$ cat src/rtl/uart_tx.sv
// rtl/uart_tx.sv - UART transmitter: start, 8 data bits LSB first, optional parity, 1 or 2 stop bits
module uart_tx #(
    parameter int UART_CLK_CNT = 434,
    parameter int PARITY_EN    = 0,
    parameter int PARITY_ODD   = 0,
    parameter int STOP_BITS    = 1
) (
    input  logic       clk,
    input  logic       rst,
    input  logic [7:0] tx_data,
    input  logic       tx_valid,
    output logic       tx_ready,
    output logic       uart_tx_pin,
    output logic       tx_busy,
    output logic       tx_done
);

    typedef enum logic [2:0] {
        S_IDLE,
        S_START,
        S_DATA,
        S_PARITY,
        S_STOP
    } state_t;

    localparam logic [16:0] CNT_MAX   = 17'(UART_CLK_CNT - 1);
    localparam logic [2:0]  STOP_LAST = 3'(STOP_BITS - 1);
    localparam logic        ODD       = 1'(PARITY_ODD);

    state_t      state;
    logic [16:0] clk_cnt;
    logic [2:0]  bit_cnt;
    logic [7:0]  shreg;
    logic        par_bit;

    always_ff @(posedge clk) begin
        if (rst) begin
            state       <= S_IDLE;
            clk_cnt     <= '0;
            bit_cnt     <= '0;
            shreg       <= '0;
            par_bit     <= 1'b0;
            uart_tx_pin <= 1'b1;
            tx_ready    <= 1'b0;
            tx_busy     <= 1'b0;
            tx_done     <= 1'b0;
        end else begin
            tx_done <= 1'b0;
            if (state == S_IDLE) begin
                clk_cnt <= '0;
                bit_cnt <= '0;
                if (tx_ready && tx_valid) begin
                    // Parity is taken from the byte as latched, so later tx_data changes cannot affect it.
                    shreg       <= tx_data;
                    par_bit     <= (^tx_data) ^ ODD;
                    uart_tx_pin <= 1'b0;
                    tx_ready    <= 1'b0;
                    tx_busy     <= 1'b1;
                    state       <= S_START;
                end else begin
                    tx_ready <= 1'b1;
                end
            end else if (clk_cnt != CNT_MAX) begin
                clk_cnt <= clk_cnt + 17'd1;
            end else begin
                clk_cnt <= '0;
                case (state)
                    S_START: begin
                        uart_tx_pin <= shreg[0];
                        shreg       <= {1'b0, shreg[7:1]};
                        bit_cnt     <= '0;
                        state       <= S_DATA;
                    end
                    S_DATA: begin
                        if (bit_cnt == 3'd7) begin
                            bit_cnt <= '0;
                            if (PARITY_EN != 0) begin
                                uart_tx_pin <= par_bit;
                                state       <= S_PARITY;
                            end else begin
                                uart_tx_pin <= 1'b1;
                                state       <= S_STOP;
                            end
                        end else begin
                            uart_tx_pin <= shreg[0];
                            shreg       <= {1'b0, shreg[7:1]};
                            bit_cnt     <= bit_cnt + 3'd1;
                        end
                    end
                    S_PARITY: begin
                        uart_tx_pin <= 1'b1;
                        bit_cnt     <= '0;
                        state       <= S_STOP;
                    end
                    S_STOP: begin
                        // bit_cnt counts completed stop bits; the last one returns to IDLE.
                        if (bit_cnt == STOP_LAST) begin
                            state    <= S_IDLE;
                            tx_ready <= 1'b1;
                            tx_busy  <= 1'b0;
                            tx_done  <= 1'b1;
                        end else begin
                            bit_cnt <= bit_cnt + 3'd1;
                        end
                    end
                    default: ;
                endcase
            end
        end
    end

endmodule

$ cat config.mk
export PLATFORM = sky130hd
export DESIGN_NAME = uart_tx
export DESIGN_NICKNAME = d
export VERILOG_FILES = /design/src/rtl/uart_tx.sv
export SDC_FILE = /design/constraint.sdc
export NUM_CORES = 1
export LEC_CHECK = 0
export CORE_MARGIN = 4
export CORE_UTILIZATION = 35
export DETAILED_ROUTE_END_ITERATION = 10
export PLACE_DENSITY = 0.65
export SLEW_MARGIN = 15
export SYNTH_ARGS = -nofsm -noshare
export SYNTH_HDL_FRONTEND = slang
export SYNTH_SLANG_ARGS = --single-unit
$ cat constraint.sdc
create_clock -name clk -period 2.4 [get_ports clk]
set_input_delay 0.24 -clock clk [delete_from_list [all_inputs] [get_ports clk]]
set_output_delay 0.24 -clock clk [all_outputs]
set_load 0.02 [all_outputs]
* Yosys cells after proc, flatten, opt, wreduce, memory -nomap -nowiden
Index checks and enable logic that the tools add are counted.
** Operators by class
- Mux-type cells :: 30
- Reductions and logical operators :: 19
- Add/subtract/negate cells :: 2
- Bitwise operators :: 2
- Equal/unequal tests :: 12
** Operators by type and width (count)
- $mux 8 :: 4
- $mux 3 :: 7
- $add 17x1->17 const B :: 1
- $ne 17x9->1 const B :: 1
- $pmux 8 s2 :: 1
- $mux 1 :: 15
- $pmux 3 s4 :: 1
- $ne 3x3->1 const B :: 3
- $pmux 3 s3 :: 1
- $reduce_and 3->1 :: 3
- $reduce_and 4->1 :: 2
- $eq 3x2->1 const B :: 2
- $eq 3x3->1 const B :: 2
- $logic_not 3->1 :: 2
- $reduce_bool 3->1 :: 2
- $reduce_and 5->1 :: 1
- $reduce_bool 5->1 :: 1
- $ne 2x2->1 const B :: 2
- $reduce_bool 2->1 :: 2
- $reduce_bool 4->1 :: 1
- $reduce_or 2->1 :: 2
- $reduce_or 4->1 :: 1
- $add 3x1->3 const B :: 1
- $eq 3x1->1 const B :: 1
- other kinds (5) :: 6
** Word-level totals
- Logic and storage cells :: 73
- Bits of input ports :: 11
- Output and inout port bits :: 4
- Bits in registers :: 35

* Depth between registers and ports, before layout
Gate-level depths: netlist (run 1).
- Depth after elaboration :: 5
- Mapped depth :: 8
- Gate-level depth less buffers :: 6

* Least setup slack after synthesis (run 1)
No wires, ideal clock.
- Path kind :: register to register
- From :: register clk_cnt[0]
- To :: register bit_cnt[0]
- Path buffers :: 1
- Required time :: 2330 ps
- Arrival time :: 2211 ps
- Setup slack :: 119 ps
- Library setup time :: 70 ps
- Stages on the path, launching flop included :: 7
- Period minus slack after synthesis :: 2281 ps
- Cells stage by stage :: dfxtp_1 > ha_1 > or4b_1 > or4_1 > buf_2 > or4b_1 > a21oi_1
** On the way
- Word-level cells in the longest chain between the ends :: 3
** Ends and longest elaborated chain
- start: declaration :: line 31 : logic [16:0] clk_cnt;
- start signal: assignment :: line 64 : clk_cnt <= clk_cnt + 17'd1;
- $ne 17x9->1 :: line 63 : end else if (clk_cnt != CNT_MAX) begin
- $not 1->1 (no line)
- $reduce_and 3->1 (no line)
- end signal: assignment :: line 87 : bit_cnt <= bit_cnt + 3'd1;
- end signal: assignment :: line 103 : bit_cnt <= bit_cnt + 3'd1;
- end: declaration :: line 32 : logic [2:0] bit_cnt;
Every way passes these cells.
A chain may end at the register's enable or synchronous reset.

* Worst setup path after layout (run 1)
- From :: register clk_cnt[1]
- To :: register bit_cnt[2]
The elaborated chain is that of the path after synthesis.

==> impl_metrics.tcl, run 1 <==
set metrics [dict create \
    via_per_inst 5.024 \
    n_antenna_cell 0 \
    rows 25 \
    syn_inst 209 \
    start_kind "flip-flop" \
    timing.rr.end "bit_cnt[2]" \
    path_max_fanout 8 \
    worst-setup-path-type "reg2reg" \
    areaGrowthSynthToFinish_pct 20.99 \
    num_vias 1487 \
    holdCritPathClass "reg2reg" \
    cp.arrival_ps 2520 \
    synth_area_per_cell_sq_um 8.669 \
    synth_most_common_cell "dfxtp_1" \
    hp-start "tx_busy" \
    r2r_slack_ps 100 \
    synth-seq-cells 35 \
    fin_util_pct 44.92 \
    synth_seq_area_share_pct 38.67 \
    num-nets-final 244 \
    yosysTopAreaCell "dfxtp_1" \
    r2r-start "clk_cnt[1]" \
    ir_drop_v 0.0004673 \
    postRouteWirelength_um 3841 \
    io_pins 15 \
    power.total_w 0.001264 \
    ys_types 42 \
    final.setup.tns_ps 0 \
    skew_ps 4.832 \
    drv_cap 0 \
    core_area_sq_mm 0.004880 \
    antenna_found_initial 0 \
    post_cts_resized 0 \
    finalHoldViolations 0 \
    finalMaxSlewViolations 0 \
    reg2regPathDepth 7 \
    grt.total_usage_pct 13.39 \
    tritoncts "done" \
    initial_core_util_pct 37.13 \
    grt_use_met1_pct 18.60 \
    synthTopCellsByArea "dfxtp_1 39%, mux2i_1 4.4%, mux2_2 4.4%" \
    cts_hold_buf 0 \
    synth_edf_count 0 \
    period_minus_slack_ps 2296 \
    yosysWarnings 0 \
    synth_common_cells "35 x dfxtp_1, 20 x nor2_1, 13 x nand3_1, 11 x a21oi_1, 11 x clkbuf_1" \
    synth_flop_cell "dfxtp_1" \
    grt-busiest-layer "met1" \
    htree_levels 2 \
    die_area_sq_mm 0.006391 \
    finalSetupViolations 0 \
    met3_usage_pct 4.740 \
    whs_endpoint "tx_busy" \
    port_buffers 14 \
    clk_pin_slew_ps 70 \
    clk_latency_ps 290 \
    post_cts_buffers 0 \
    die_y_um 79.95 \
    setup.worst_path.end_class "flip-flop" \
    layout_setup_ws_ps 104.5 \
    status "finished clean" \
    ctsLongestPathBuffers 2 \
    critPathRequiredTime_ps 2620 \
    grt_util_met2_pct 18.21 \
    rsz0062_at_grt "false" \
    hpwl_um 2814 \
    slew_headroom_pct 53.58 \
    cts_root_buf "clkbuf_8" \
    syn_nets 225 \
    place_congestion 0.7480 \
    wire_per_inst_um 12.98 \
    syn_area_sq_mm 0.001812 \
    place_ws_ps 105.0 \
    grt_pass1_vias 1424 \
    drc 0 \
    synthArstFlopShare_pct 0 \
    layout-drive-gt1-share_pct 14.41 \
    cts_made_buffers 5 \
    clock.fmax_mhz 435.6 \
    finalCritPeriodShare_pct 95.65 \
    grt_pass1_wl_um 6693 \
    min_path_cells 2 \
    die_w_um 79.95 \
    firstDrtPassIters 4 \
    cts_sinks 35 \
    p_per_area_mw_per_mm2 576.5 \
    ant_nets 0 \
    grt_overflow 0 \
    grt_start_max_net_pins 22 \
    p_leak_nw 0.8146 \
    initialDrtViolationCount 74 \
    synth_top_area_share_pct 38.67 \
    tightest_slew_ps 696.4 \
]
## cells by family after synthesis
group           after synthesis  synth area share [%]
simple gates                 89                 27.90
compound gates               36                 12.36
buf+inv                      19                 4.006
xor+xnor                     10                 4.835
flops                        35                 38.67
mux                          15                 8.771
fa+ha+maj                     5                 3.453
## layout by cell type (no fill, tap or decap), drive strengths merged, types with 2 or more instances in the layout
master          n
or4b            5
o21ai          10
clkinv          2
mux2i           8
dfxtp          35
xor2            8
nor2           20
nand2          10
or2             2
or3             5
nand4           3
ha              5
mux2            7
o211ai          3
xnor2           2
o21bai          2
inv             7
nor4            4
clkbuf          5
nand4b          2
nand3          13
and3            2
and4            4
nor3            4
buf            10
or4             2
nor2b           8
a211oi          2
a21oi          11
nor3b           2
clkdlybuf4s50  14
## routing by layer
metal  up-vias  routed length, um
li1        792                  -
met2        18               1632
met4         0                 97
met5         -                  0
met3         9                148
met1       668               1963
## sequential cells by signal (all words and copies together), names as in the netlist
register and flops:
bit_cnt 3, clk_cnt 17, shreg 8, state 3, tx_busy 1, tx_done 1
tx_ready 1, uart_tx_pin 1
## per-stage QoR
step	hold slack, ps	cells	area [sq um]
2_1_floorplan	376.0	209	1812
3_3_place_gp	470.3	288	2069
3_5_place_dp	463.7	288	2069
4_1_cts	477.6	296	2182
5_1_grt	509.1	296	2192
6_report	479.7	296	2192
## how the worst max path moves through the flow
stage | start | to
finish | clk_cnt[1] | bit_cnt[2]
global route | clk_cnt[1] | bit_cnt[0]
CTS | clk_cnt[1] | shreg[2]
detailed placement | clk_cnt[1] | shreg[2]
global placement | clk_cnt[1] | shreg[4]
floorplan | clk_cnt[0] | bit_cnt[0]
## critical path, cell delays in order (launching register included)
cell	delay, ps
dfxtp_1	340
inv_1	60
ha_1	160
or4b_4	480
or4_1	510
buf_4	190
or3_1	360
a21oi_1	130
## where the power goes
part / switching [W] / internal (W)
Sequential: 0.0000129 / 0.000596
Combinational: 0.0000615 / 0.0000653
Clock: 0.000219 / 0.000309
Total: 0.000294 / 0.000970
## layout make-up
| type | instances | area (sq um) |
|---|---|---|
| clock inverters | 3 | 43.79 |
| flip-flops and latches | 35 | 700.7 |
| multi-input cells | 155 | 1054 |
| inverters | 7 | 26.28 |
| repair buffers | 24 | 215.2 |
| clock buffers | 5 | 68.82 |
| well taps | 67 | 83.83 |
| fillers | 508 | 2688 |
No activity file was read; power rests on OpenSTA's default activity.
==> run 2, diff against run 1 <==
GPL_ROUTABILITY_DRIVEN = 0   (was not set)
==> results of run 2 <==
The final DEF is identical to that of run 1; final timing and power are the same.
==> run 3, diff against run 2 <==
CAP_MARGIN = 0   (was not set)
==> results of run 3 <==
The final DEF is identical to that of run 1; final timing and power are the same.
